$ cat src/rtl/mealy_pattern_gen.sv
// mealy_pattern_gen: latches a parallel pattern and shifts it out MSB-first for repeat_cnt+1 passes, then pulses done.
module mealy_pattern_gen #(
    parameter int WIDTH = 8,
    parameter int CNT_W = 4
) (
    input  logic             clk,
    input  logic             rst,
    input  logic             start,
    input  logic             abort,
    input  logic [WIDTH-1:0] pattern,
    input  logic [CNT_W-1:0] repeat_cnt,
    output logic             x,
    output logic             valid,
    output logic             busy,
    output logic             done
);
    localparam int BW = $clog2(WIDTH);
    localparam logic [BW-1:0] LAST = BW'(WIDTH - 1);
    typedef enum logic [1:0] {IDLE, SHIFT, DONE} state_t;
    state_t state, state_n;
    logic [WIDTH-1:0] shreg, shreg_n, pat_hold, pat_n;
    logic [BW-1:0] bit_cnt, cnt_n;
    logic [CNT_W-1:0] rep_left, rep_n;
    logic x_n, valid_n, busy_n, done_n;
    always_ff @(posedge clk or negedge rst) begin
        if (!rst) begin
            state    <= IDLE;
            shreg    <= '0;
            pat_hold <= '0;
            bit_cnt  <= '0;
            rep_left <= '0;
            x        <= 1'b0;
            valid    <= 1'b0;
            busy     <= 1'b0;
            done     <= 1'b0;
        end else begin
            state    <= state_n;
            shreg    <= shreg_n;
            pat_hold <= pat_n;
            bit_cnt  <= cnt_n;
            rep_left <= rep_n;
            x        <= x_n;
            valid    <= valid_n;
            busy     <= busy_n;
            done     <= done_n;
        end
    end
    // Outputs default to idle; each branch only raises what it drives.
    always_comb begin
        state_n = state;
        shreg_n = shreg;
        pat_n   = pat_hold;
        cnt_n   = bit_cnt;
        rep_n   = rep_left;
        x_n     = 1'b0;
        valid_n = 1'b0;
        busy_n  = 1'b0;
        done_n  = 1'b0;
        case (state)
            IDLE: begin
                if (start) begin
                    state_n = SHIFT;
                    pat_n   = pattern;
                    shreg_n = pattern;
                    rep_n   = repeat_cnt;
                    cnt_n   = '0;
                    x_n     = pattern[WIDTH-1];
                    valid_n = 1'b1;
                    busy_n  = 1'b1;
                end
            end
            SHIFT: begin
                if (abort) begin
                    state_n = IDLE;
                end else if (bit_cnt != LAST) begin
                    shreg_n = shreg << 1;
                    x_n     = shreg[WIDTH-2];
                    cnt_n   = bit_cnt + 1'b1;
                    valid_n = 1'b1;
                    busy_n  = 1'b1;
                end else if (rep_left != '0) begin
                    shreg_n = pat_hold;
                    x_n     = pat_hold[WIDTH-1];
                    cnt_n   = '0;
                    rep_n   = rep_left - 1'b1;
                    valid_n = 1'b1;
                    busy_n  = 1'b1;
                end else begin
                    state_n = DONE;
                    busy_n  = 1'b1;
                    done_n  = 1'b1;
                end
            end
            default: state_n = IDLE;
        endcase
    end
endmodule
$ cat config.mk
export PLATFORM = sky130hd
export DESIGN_NAME = mealy_pattern_gen
export DESIGN_NICKNAME = d
export VERILOG_FILES = /design/src/rtl/mealy_pattern_gen.sv
export SDC_FILE = /design/constraint.sdc
export NUM_CORES = 1
export LEC_CHECK = 0
export ABC_AREA = 1
export CAP_MARGIN = 30
export CORE_AREA = 8 8 62 64
export CTS_CLUSTER_SIZE = 14
export DETAILED_ROUTE_END_ITERATION = 12
export DIE_AREA = 0 0 70 72
export PLACE_DENSITY = 0.84
export SYNTH_ARGS = -nofsm -noshare
export SYNTH_HDL_FRONTEND = slang
export SYNTH_SLANG_ARGS = --single-unit
$ cat constraint.sdc
create_clock -name clk -period 1.7 [get_ports clk]
set_input_delay 0.34 -clock clk [delete_from_list [all_inputs] [get_ports clk]]
set_output_delay 0.34 -clock clk [all_outputs]
set_load 0.05 [all_outputs]
### Word-level counts from Yosys, hierarchy flattened

Cells that the tools add are included.

| operators by class | value |
|---|---|
| equal/unequal tests | 9 |
| mux-type cells | 36 |
| reductions and logical operators | 7 |
| $add $sub $neg | 2 |

Operator list:

| kind | count |
|---|---|
| $mux W7 | 4 |
| $mux W4 | 4 |
| $pmux W7 S2 | 1 |
| $mux W1 | 13 |
| $mux W3 | 4 |
| $ne A3 B3 Y1 const B | 4 |
| $mux W2 | 4 |
| $ne A2 B2 Y1 const B | 4 |
| $pmux W4 S2 | 1 |
| $pmux W1 S2 | 3 |
| $pmux W3 S2 | 1 |
| $reduce_and A5 Y1 | 1 |
| $pmux W2 S2 | 1 |
| $reduce_and A4 Y1 | 1 |
| $reduce_bool A4 Y1 | 1 |
| $sub A4 B1 Y4 const B | 1 |
| $add A3 B1 Y3 const B | 1 |
| $reduce_and A3 Y1 | 1 |
| $eq A2 B1 Y1 const B | 1 |
| $logic_not A2 Y1 | 1 |
| $reduce_and A2 Y1 | 1 |
| $reduce_bool A2 Y1 | 1 |

| word-level totals | value |
|---|---|
| bits in registers | 28 |
| output and inout port bits | 4 |
| bits of input ports | 16 |
| logic and storage cells | 63 |

### Logic depth before layout (Yosys ltp)

Gate-level depths: netlist (run 1).

| logic depth | value |
|---|---|
| word-level depth | 5 |
| depth in mapped cells | 9 |

### Least setup slack after synthesis (run 1)

OpenSTA, ideal clock, no wires.

| path | value |
|---|---|
| path type | register to register |
| start | reg bit_cnt[0] |
| end | reg shreg[1] |
| cell stages (with the launch flop) | 10 |
| required time | 1583 ps |
| arrival | 1326 ps |
| clock period less this slack | 1443 ps |
| setup slack | 257 ps |
| buffers on the path | 1 |
| cell sequence | dfrtp_1 -> ha_1 -> ha_1 -> buf_2 -> inv_2 -> nand2_1 -> o211ai_2 -> o21ai_0 -> nand2_1 -> nand2_1 |

| on the way | value |
|---|---|
| cells in the longest elaborated chain, start to end | 4 |
| elaborated cells on any way between the ends | 6 |
| classes of those cells | 2 x eq/ne; 3 x mux; 1 x reduce/logical |

Ends and longest elaborated chain:

| item | RTL line | source |
|---|---|---|
| start, declared | 22 | `logic [BW-1:0] bit_cnt, cnt_n;` |
| start signal, assigned | 40 | `bit_cnt <= cnt_n;` |
| $ne A3 B3 Y1 * | 75 | `end else if (bit_cnt != LAST) begin` |
| $mux W7 | 75 |  |
| $mux W7 | 73 | `if (abort) begin` |
| $pmux W7 S2 | 59 | `case (state)` |
| end signal, assigned | 38 | `shreg <= shreg_n;` |
| end, declared | 21 | `logic [WIDTH-1:0] shreg, shreg_n, pat_hold, pat_n;` |

Every way passes the cells marked *; elsewhere a longest branch is shown, timed or not. The select of a mux whose other input is x is not followed.
A chain may end at the register's enable or synchronous reset.

### Worst setup path in the final report (run 1)

| path | value |
|---|---|
| start | reg bit_cnt[0] |
| end | reg shreg[3] |

Same word-level chain as after synthesis.

==> results.txt, run 1 <==
DRT iter0 DRCs: 47
Clk Latency, worst-skew pair: 0.32 ns
Crit path cell chain: ha_1, ha_1, buf_4, o21ai_0, o21ai_0, nand2_1, nand2_1
Total power: 1.94 mW
Syn Nets: 202
Drt pass-1 iters: 4
Status: finished, final reports clean
Slew @ Worst Pin: 0.435 ns
CP top delay family: adder cells
FILL cells: 275
Final antenna-violating net count: 0
Fmax: 0.658 GHz
CP Launch Type: register
Worst Path Max Fanout: 7
Reg2reg setup slack: 0.18 ns
Slew Viols, Final: 0
Worst hold margin: 0.368 ns
RD Place Congestion: 0.807
Hold crit path type: in2async
Largest net degree at the start of global routing: 29
EDFF count, synth: 0
Most common cell after layout, fill and taps aside: nand2_1
Post-DR vias/cell: 5.09
Max_slew headroom: 70.9%
Crit-path slowest cell: dfrtp_1
Most frequent cells in the layout: nand2_1, dfrtp_1, inv_1, o21ai_0
Endpoints failing hold: 0
GRT Max-Usage Layer: met2
Pwr Density: 1130 mW/mm2
Nets@finish: 226
Clock H-tree levels: 1
Core Rows: 20
Met2 Use GR: 21.5%
Die Span Y: 72 um
Top FF cell, synth: dfrtp_1
Post-Route WL: 2860 um
CP peak stage delay: 0.43 ns
Post-cts gate resize count: 0
Yosys Warn Count: 0
Async SR Flop Fraction: 100%
GR Util met1: 14.2%
Avg Cell Area, Syn: 7.94 um2
# port buffers: 19
Fin crit share: 89.5%
Final setup fails: 0
Leakage: 0.908 nW
CP endpoint kind: register
Buf/Inv on CP: 1
VDD IR max: 0.000816 V
Crit path required time: 1.94 ns
Cts bufs inserted: 3
RSZ-0062 raised after global routing: false
Grt met3 use: 2.73%
Cell variety after synth: 21
Non-Filler Instances: 239
Setup TNS: 0 ns
CTS Sinks: 28
Grt ovf: 0
Total number of vias: 1,216
Post-synthesis sequential area ratio: 48.2%
CTS tree: yes
Arr. time, crit path: 1.76 ns
Dpl cells: 235
Initial antenna violation count: 0
Vias in the first global route: 1,177
# diodes: 0
Clock transition at path regs: 0.15 ns
Netlist area before placement: 0.00145 mm2
Hold Buf Count CTS: 0
Syn-to-layout area delta: 17.9%
Global-route wire length before repair: 5180 um
Synth Instances: 183
Clock Tree Root: clkbuf_4
DRC Markers: 0
CTS max path bufs: 2
Period minus WS final: 1.52 ns
Drt wl/cell: 12.0 um
Hpwl dp: 2090 um
Max-Cap Viols: 0
Setup bufs post-CTS: 0
Register bit total from synthesis: 28
Starting density of the core: 50.0%
Die X: 70 um
Ports: 20
CORE AREA: 0.00290 mm2
Clock skew: 0.00595 ns
Tot GR Track Use: 12.1%
Share of layout cells above drive strength 1: 15.5%
Die Area: 0.00504 mm2
Crit path kind: reg2reg
-- synth_stat cells (2+ instances only) --
cell	number	area [um2]
nor2_4	2	22.5
inv_1	18	67.6
nor2_2	2	12.5
dfrtp_1	28	701
nor2_1	10	37.5
buf_6	2	22.5
buf_2	4	20.0
inv_2	2	7.51
nand2_2	3	18.8
ha_1	3	37.5
o21ai_0	18	90.1
o21ai_2	5	43.8
nand3_1	15	75.1
nand2_1	64	240
-- area by class of cell --
cell class,count,area (um2),area share [%]
well taps,33,41.3,2.41
inverters,20,75.1,4.38
flip-flops and latches,28,701,40.9
clock buffers,4,36.3,2.12
repair buffers,26,233,13.6
multi-input cells,128,627,36.6
-- layer usage --
layer	share of wire, %	vias to the layer above	wire length, um
met1	45	568	1300
met5	0	-	0
met2	49	25	1410
li1	-	617	-
met4	1.2	0	34
met3	4.1	6	117
-- worst reg2reg max path: cells and delay by family (launching register included) --
family / cells / cell delay (ns)
flip-flops: 1 / 0.43
buffers and inverters: 1 / 0.18
AO/OA/AOI/OAI: 2 / 0.27
adder cells (fa/ha/maj): 2 / 0.43
AND/OR/NAND/NOR: 2 / 0.11
-- logic make-up (layout without fill, tap and decap cells) --
| family | Yosys count | in the layout | share of synthesized area, % |
|---|---|---|---|
| AOI/OAI and AO/OA | 26 | 26 | 10.8 |
| adders and majority gates | 3 | 3 | 2.58 |
| buffers and inverters | 27 | 50 | 8.61 |
| DFF | 28 | 28 | 48.2 |
| and+or+nand+nor | 99 | 99 | 29.8 |
-- path summary, 6_finish.rpt --
check / from / end / cells after the start
max in group asynchronous: rst / pat_hold[5]$_DFFE_PN0P_ / 2
min in group clk: pat_hold[5]$_DFFE_PN0P_ / pat_hold[5]$_DFFE_PN0P_ / 2
worst min-delay path: rst / shreg[3]$_DFFE_PN0P_ / 2
worst max register to register: bit_cnt[0]$_DFFE_PN0P_ / shreg[3]$_DFFE_PN0P_ / 7
worst max-delay path: bit_cnt[0]$_DFFE_PN0P_ / shreg[3]$_DFFE_PN0P_ / 7
worst min register to register: pat_hold[5]$_DFFE_PN0P_ / pat_hold[5]$_DFFE_PN0P_ / 2
-- report_power, final --
group / total, mW / internal [mW] / switching [mW] / leakage, nW
clock: 0.326 / 0.131 / 0.195 / 0.0210
sequential: 0.950 / 0.832 / 0.118 / 0.355
combinational: 0.661 / 0.265 / 0.397 / 0.532
total: 1.94 / 1.23 / 0.709 / 0.908
-- stage by stage --
| step | area, um2 | setup WS (ns) | util (%) |
|---|---|---|---|
| 6_report | 1710 | 0.179 | 59.0 |
| 3_5_place_dp | 1680 | 0.206 | 57.8 |
| 4_1_cts | 1710 | 0.182 | 59.0 |
| 3_3_place_gp | 1680 | 0.190 | 57.8 |
| 2_1_floorplan | 1450 | 0.257 | - |
| 5_1_grt | 1710 | 0.0168 | 59.0 |
-- state kept, by name (all words and copies together), names as in the netlist --
| signal | flops |
|---|---|
| bit_cnt | 3 |
| state | 2 |
| rep_left | 4 |
| done | 1 |
| pat_hold | 8 |
| valid | 1 |
| busy | 1 |
| shreg | 7 |
| x | 1 |
No activity file was read; power rests on OpenSTA's default activity.
==> inputs of run 2 (changes only) <==
--- a/config.mk
+++ b/config.mk
@@ -8,7 +8,7 @@
 export ABC_AREA = 1
 export CAP_MARGIN = 30
 export CORE_AREA = 8 8 62 64
-export CTS_CLUSTER_SIZE = 14
+export CTS_CLUSTER_DIAMETER = 150
 export DETAILED_ROUTE_END_ITERATION = 12
 export DIE_AREA = 0 0 70 72
 export PLACE_DENSITY = 0.84
==> results of run 2 <==
The final DEF is identical to that of run 1; final timing and power are the same.
==> inputs of run 3 (changes only) <==
--- a/config.mk
+++ b/config.mk
@@ -7,10 +7,13 @@
 export LEC_CHECK = 0
 export ABC_AREA = 1
 export CAP_MARGIN = 30
-export CORE_AREA = 8 8 62 64
+export CELL_PAD_IN_SITES_DETAIL_PLACEMENT = 1
+export CELL_PAD_IN_SITES_GLOBAL_PLACEMENT = 2
+export CORE_AREA = 8 8 78 80
 export CTS_CLUSTER_DIAMETER = 150
 export DETAILED_ROUTE_END_ITERATION = 12
-export DIE_AREA = 0 0 70 72
+export DIE_AREA = 0 0 86 88
+export HOLD_SLACK_MARGIN = 0.02
 export PLACE_DENSITY = 0.84
 export SYNTH_ARGS = -nofsm -noshare
 export SYNTH_HDL_FRONTEND = slang
==> results.txt, run 3 (synthesized netlist as in run 1, its figures left out) <==
Status: finished, final reports clean
Drt pass-1 iters: 2 (-2)
Fmax: 0.659 GHz (+0.25%)
Most frequent cells in the layout: nand2_1, dfrtp_1, inv_1, o21ai_0
Crit path kind: reg2reg
Max FFs per register: 8 (unchanged)
Slew @ Worst Pin: 0.375 ns (-0.0602 ns)
Arr. time, crit path: 1.69 ns (-0.07 ns)
Clock skew: 0.00104 ns (-0.00491 ns)
Largest Register: pat_hold
Grt ovf: 0 (unchanged)
Pwr Density: 1210 mW/mm2 (+6.8%)
RD Place Congestion: 0.728 (-9.9%)
Vias in the first global route: 1,305 (+11%)
Max_slew headroom: 75.0% (+4.1 points)
CP Launch Type: register
Ports: 20 (unchanged)
VDD IR max: 0.000541 V (-34%)
# diodes: 0 (unchanged)
Pre-CTS WS: 0.0806 ns (-0.125 ns)
Drt wl/cell: 12.9 um (+7.9%)
Sw frac: 34.8% (-1.8 points)
Nets@finish: 226 (unchanged)
Initial antenna violation count: 0 (unchanged)
Clk Latency, worst-skew pair: 0.27 ns (-0.05 ns)
Syn-to-layout area delta: 23.7%
Internal: 1.42 mW (+15%)
RSZ-0062 raised after global routing: false
Largest net degree at the start of global routing: 29 (unchanged)
Post-DR vias/cell: 4.41 (-13%)
Cts bufs inserted: 3 (unchanged)
Global-route wire length before repair: 6400 um (+24%)
Worst Path Max Fanout: 9 (+2)
Total power: 2.17 mW (+12%)
Hpwl dp: 2730 um (+31%)
DRC Markers: 0 (unchanged)
FILL cells: 594 (+120%)
Most common cell after layout, fill and taps aside: nand2_1
Setup bufs post-CTS: 0 (unchanged)
Tot GR Track Use: 10.6% (-1.5 points)
Seq pwr share: 43.9% (-5.2 points)
Final setup fails: 0 (unchanged)
Clk pwr share: 24.5% (+7.7 points)
Worst hold margin: 0.443 ns (+0.0755 ns)
Clock H-tree levels: 1 (unchanged)
Slew Viols, Final: 0 (unchanged)
Total number of vias: 1,218 (+0.16%)
Leakage: 0.919 nW (+1.3%)
# port buffers: 19 (unchanged)
Post-Route WL: 3570 um (+25%)
CORE AREA: 0.00491 mm2 (+69%)
Core Rows: 26 (+30%)
CTS tree: yes
Hold crit path type: in2async
Die Span Y: 88 um (+22%)
Die Area: 0.00757 mm2 (+50%)
Endpoints failing hold: 0 (unchanged)
NetSw: 755 uW (+6.4%)
Clock Tree Root: clkbuf_8
Min setup slack post-route: 0.183 ns (+0.00379 ns)
CP endpoint kind: register
CTS Sinks: 28 (unchanged)
Setup TNS: 0 ns (unchanged)
Clock transition at path regs: 0.10 ns (-0.05 ns)
Fin crit share: 89.2% (-0.22 points)
Max-Cap Viols: 0 (unchanged)
CTS max path bufs: 2 (unchanged)
DRT iter0 DRCs: 34 (-28%)
Die X: 86 um (+23%)
Share of layout cells above drive strength 1: 16.0% (+0.49 points)
Final antenna-violating net count: 0 (unchanged)
Starting density of the core: 29.6% (-20 points)
Crit path required time: 1.87 ns (-0.07 ns)
Combinational share of power: 31.7% (-2.4 points)
Regs by FF count: pat_hold (8), shreg (7), rep_left (4)
Period minus WS final: 1.52 ns (-0.00379 ns)
run 3: final cells by class:
class | count | area (um2) | share of cell area (%)
clock buffers | 3 | 41.3 | 2.30
well taps | 70 | 87.6 | 4.87
inverters | 20 | 75.1 | 4.18
flip-flops and latches | 28 | 701 | 39.0
clock inverters | 1 | 30.0 | 1.67
repair buffers | 26 | 233 | 13.0
multi-input cells | 128 | 629 | 35.0
run 3: final timing paths:
kind,start,slack (ns),endpoint,depth (start not counted)
worst max-delay path,bit_cnt[0]$_DFFE_PN0P_,0.18,shreg[1]$_DFFE_PN0P_,8
worst min-delay path,rst,0.44,pat_hold[3]$_DFFE_PN0P_,2
worst max register to register,bit_cnt[0]$_DFFE_PN0P_,0.18,shreg[1]$_DFFE_PN0P_,8
worst min register to register,pat_hold[3]$_DFFE_PN0P_,0.50,pat_hold[3]$_DFFE_PN0P_,2
max in group asynchronous,rst,0.99,rep_left[1]$_DFFE_PN0P_,2
min in group clk,pat_hold[3]$_DFFE_PN0P_,0.50,pat_hold[3]$_DFFE_PN0P_,2
run 3: per-stage QoR:
step           instances  area, um2  utilization (%)
2_1_floorplan        183       1450                -
3_3_place_gp         272       1720             35.1
3_5_place_dp         272       1720             35.1
4_1_cts              276       1790             36.5
5_1_grt              276       1800             36.6
6_report             276       1800             36.6
run 3: power by group through the flow:
stage          clock (mW)  combinational (mW)  sequential [mW]
3_3_place_gp            0               0.684            0.958
5_1_grt             0.565               0.813            0.984
3_5_place_dp            0               0.707            0.968
4_1_cts             0.550               0.710            0.954
2_1_floorplan           0               0.477            0.971
6_report            0.532               0.687            0.952
run 3: what timing repair did:
item | 4_1_cts | 5_1_grt
endpoints found under the setup margin | 0 | 13
hold buffers | 0 | 0
gates resized for setup | 0 | 1
run 3: per-layer routing:
metal / vias up / global-route usage (%) / wire [um]
li1: 617 / - / -
met1: 587 / 13.1 / 1630
met2: 12 / 18.5 / 1800
met3: 2 / 1.69 / 97
met4: 0 / 3.34 / 42
met5: - / 0 / 0
run 3: critical path, stage by stage (launching register included):
cell	delay, ns
dfrtp_1	0.41
ha_1	0.20
ha_2	0.23
inv_2	0.18
nand2_1	0.09
o211ai_2	0.07
o21ai_0	0.11
nand2_1	0.07
nand2_1	0.05
